### src/rtl/handshake_eager_fork.sv
// Eager fork: broadcasts one elastic token to NUM_OUTPUTS consumers, each taking it
// independently; the input is released once every consumer has taken it.
module handshake_eager_fork #(
  parameter int unsigned DATA_WIDTH  = 32,
  parameter int unsigned NUM_OUTPUTS = 2
) (
  input  logic                              clk,
  input  logic                              rst,
  input  logic [DATA_WIDTH-1:0]             ins,
  input  logic                              ins_valid,
  output logic                              ins_ready,
  output logic [NUM_OUTPUTS*DATA_WIDTH-1:0] outs,
  output logic [NUM_OUTPUTS-1:0]            outs_valid,
  input  logic [NUM_OUTPUTS-1:0]            outs_ready
);

  // One bit per output: 1 once that consumer has taken the current token.
  logic [NUM_OUTPUTS-1:0] sent;
  logic [NUM_OUTPUTS-1:0] sent_next;
  logic [NUM_OUTPUTS-1:0] fire;
  logic                   xfer;

  always_ff @(posedge clk) begin
    if (rst) begin
      sent <= '0;
    end else begin
      sent <= sent_next;
    end
  end

  // Handshakes are gated off during reset; ins_ready never feeds outs_valid.
  always_comb begin
    outs       = {NUM_OUTPUTS{ins}};
    outs_valid = '0;
    ins_ready  = 1'b0;
    if (!rst) begin
      outs_valid = {NUM_OUTPUTS{ins_valid}} & ~sent;
      ins_ready  = &(outs_ready | sent);
    end
    fire      = outs_valid & outs_ready;
    xfer      = ins_valid & ins_ready;
    sent_next = xfer ? '0 : (sent | fire);
  end

endmodule

### config.mk
export PLATFORM = sky130hd
export DESIGN_NAME = handshake_eager_fork
export DESIGN_NICKNAME = d
export VERILOG_FILES = /design/src/rtl/handshake_eager_fork.sv
export SDC_FILE = /design/constraint.sdc
export NUM_CORES = 1
export LEC_CHECK = 0
export BUFFER_PORTS_ARGS = -buffer_cell sky130_fd_sc_hd__buf_4
export CORE_MARGIN = 1
export CORE_UTILIZATION = 26
export CTS_CLUSTER_SIZE = 10
export DETAILED_ROUTE_END_ITERATION = 6
export PLACE_DENSITY_LB_ADDON = 0.05
export REMOVE_ABC_BUFFERS = 1
export SYNTH_ARGS = -nofsm -noshare
export SYNTH_HDL_FRONTEND = slang
export SYNTH_SLANG_ARGS = --single-unit
export TNS_END_PERCENT = 50
### constraint.sdc
create_clock -name clk -period 0.9 [get_ports clk]
set_input_delay 0 -clock clk [delete_from_list [all_inputs] [get_ports clk]]
set_output_delay 0 -clock clk [all_outputs]
set_load 0.02 [all_outputs]
==> impl_metrics.env <==
export IMPL_place_hpwl_um=2616
export IMPL_max_cap_viol_count=0
export IMPL_row_count=16
export IMPL_grt_pass1_vias=282
export IMPL_synth_top_family_by_area="buffers and inverters"
export IMPL_finalInstanceArea_um2=229.0
export IMPL_worst_slack_ns=-0.005212
export IMPL_cts_sinks=2
export IMPL_grt_max_degree=6
export IMPL_coreArea_um2=2022
export IMPL_syn_area_um2=579.3
export IMPL_crit_arrival_ns=0.91
export IMPL_slew_headroom_pct=90.42
export IMPL_htree_levels=1
export IMPL_largest_reg_flops=2
export IMPL_hp_class="in -> out"
export IMPL_grt_pass1_wl_um=3263
export IMPL_synth_mux_area_share_pct=0
export IMPL_synth_compound_area_share_pct=5.400
export IMPL_layout_commonest_cell="buf_4"
export IMPL_synth_xor_area_share_pct=0
export IMPL_syn_area_per_cell_um2=7.523
export IMPL_drt_initial_drc_count=6
export IMPL_synthSimpleGateAreaFrac_pct=4.752
export IMPL_fp_dieArea_um2=2421
export IMPL_drive_above_1_share_pct=54.17
export IMPL_start_util_pct=28.65
export IMPL_nNetsFinal=63
export IMPL_syn2layout_area_growth_pct=-60.48
export IMPL_skew_ns=0.0005843
export IMPL_most_common_layout_cells="buf_4 (7), nor2_1 (3), clkbuf_4 (3)"
export IMPL_grt_setup_unrepaired="true"
export IMPL_clk_pin_slew_ns=0.03
export IMPL_top_regs="sent (2)"
export IMPL_num_vias=260
export IMPL_grt_remaining_overflow=0
export IMPL_drt_wirelength_per_cell_um=54.53
export IMPL_postCtsSetupRepairBufs=0
export IMPL_required_ns=0.90
export IMPL_cts_buffers_inserted=3
export IMPL_die_h_um=49.20
export IMPL_drtPass1Iterations=4
export IMPL_finalSetupTns_ns=-0.005212
export IMPL_leakagePower_nw=0.09509
export IMPL_placed_area_um2=185.2
export IMPL_synthAdderAreaFrac_pct=0
export IMPL_synth_seq_cells=2
export IMPL_outcome="finished with violations"
export IMPL_min_period_ns=0.9052
export IMPL_violations="setup timing"
export IMPL_via_per_inst=5.098
export IMPL_ys_types=8
export IMPL_grt_usage_pct=22.82
export IMPL_routabilityCongestion=0.9373
export IMPL_irDropWorstVdd_uv=226.4
export IMPL_die_w_um=49.20
export IMPL_power_density_nw_per_um2=1599
export IMPL_cts_tree="yes"
export IMPL_routed_wl_um=2781
export IMPL_cp_start_kind="register"
export IMPL_diodes=0
export IMPL_yosys_warnings=0
export IMPL_cts_root_buf="clkbuf_4"
export IMPL_finalCritPeriodShare_pct=100.6
export IMPL_syn_inst=77
export IMPL_worst_pin_slew_ns=0.1426
export IMPL_fmax_ghz=1.105
export IMPL_clock_path_buffers=2
export IMPL_drt_drc_violations_left=0
export IMPL_path_class="reg -> out"
export IMPL_postRouteAntennaNets=0
export IMPL_io_pins=104
export IMPL_final_hold_viol_count=0
export IMPL_slew_violations=0
export IMPL_path_max_fanout=4
export IMPL_antenna_found_initial=0
export IMPL_yosysSeqAreaShare_pct=6.911
export IMPL_top_register="sent"
export IMPL_utilization_pct=11.32
export IMPL_setup_violations=1
export IMPL_clkLatencyLatePin_ns=0.22
export IMPL_end_kind="output pin"
export IMPL_port_buffer_count=7
-- synthesized netlist by cell type (all sizes together) --
library cell,n,area [µm²]
a21oi,2,10.01
buf,64,480.5
dfxtp,2,40.04
nand2b,1,6.260
nor2,3,11.26
nor3,2,10.01
o21a,2,15.01
o22ai,1,6.260
-- cells by family (layout without fill, tap and decap cells) --
| kind of cell | count (synthesis) | after routing |
|---|---|---|
| and+or+nand+nor | 6 | 6 |
| AOI/OAI and AO/OA | 5 | 5 |
| DFF | 2 | 2 |
| buffers and inverters | 64 | 11 |
-- worst max-delay path: stages, from the launching register on --
cell	delay [ns]
dfxtp_4	0.34
o22ai_2	0.13
nor2_1	0.06
buf_4	0.15
-- power by group --
part	internal, mW	leakage (nW)	total, mW	switching [mW]
clock network	0.147	0.0138	0.196	0.0489
registers	0.0940	0.0175	0.100	0.00598
logic	0.0373	0.0638	0.0703	0.0330
-- final timing paths --
check,depth (start not counted),start,endpoint,slack [ns]
worst max-delay path,3,sent[0]$_SDFF_PP0_,ins_ready,-0.005
worst min-delay path,0,ins[10],outs[10],0.0004
worst max register to register,2,sent[1]$_SDFF_PP0_,sent[0]$_SDFF_PP0_,0.19
worst min register to register,2,sent[1]$_SDFF_PP0_,sent[1]$_SDFF_PP0_,0.53
-- metal layers --
metal / routed length [µm] / GRT usage [%] / up-vias
met2: 1372 / 36.30 / 69
met3: 698 / 29.60 / 14
met4: 221 / 20.10 / 0
met5: 0 / 0 / -
li1: - / - / 70
met1: 490 / 10.70 / 107
-- per-stage QoR --
stage / hold slack [ns] / std cells / power [mW] / setup slack (ns)
2_1_floorplan: 0 / 13 / 0.1287 / 0.1902
3_3_place_gp: 0.0009146 / 47 / 0.1685 / 0.1370
3_5_place_dp: 0.0009146 / 47 / 0.1651 / 0.1954
4_1_cts: 0.0009146 / 51 / 0.3805 / -0.02047
5_1_grt: 0.0002463 / 51 / 0.3903 / -0.04777
6_report: 0.0004142 / 51 / 0.3660 / -0.005212
-- final cells by class --
cell class | count | area, µm²
Tap cell | 27 | 33.78
Fill cell | 241 | 1793
Multi-Input combinational cell | 11 | 65.06
Timing Repair Buffer | 8 | 62.56
Sequential cell | 2 | 45.04
Clock buffer | 3 | 22.52
-- what timing repair did --
action / in CTS / in global routing
hold endpoints to repair: 2 / 0
gates resized for setup: 2 / 2
setup endpoints to repair: 1 / 1
hold buffers: 1 / 0
Power figures use the tool's default switching activity.
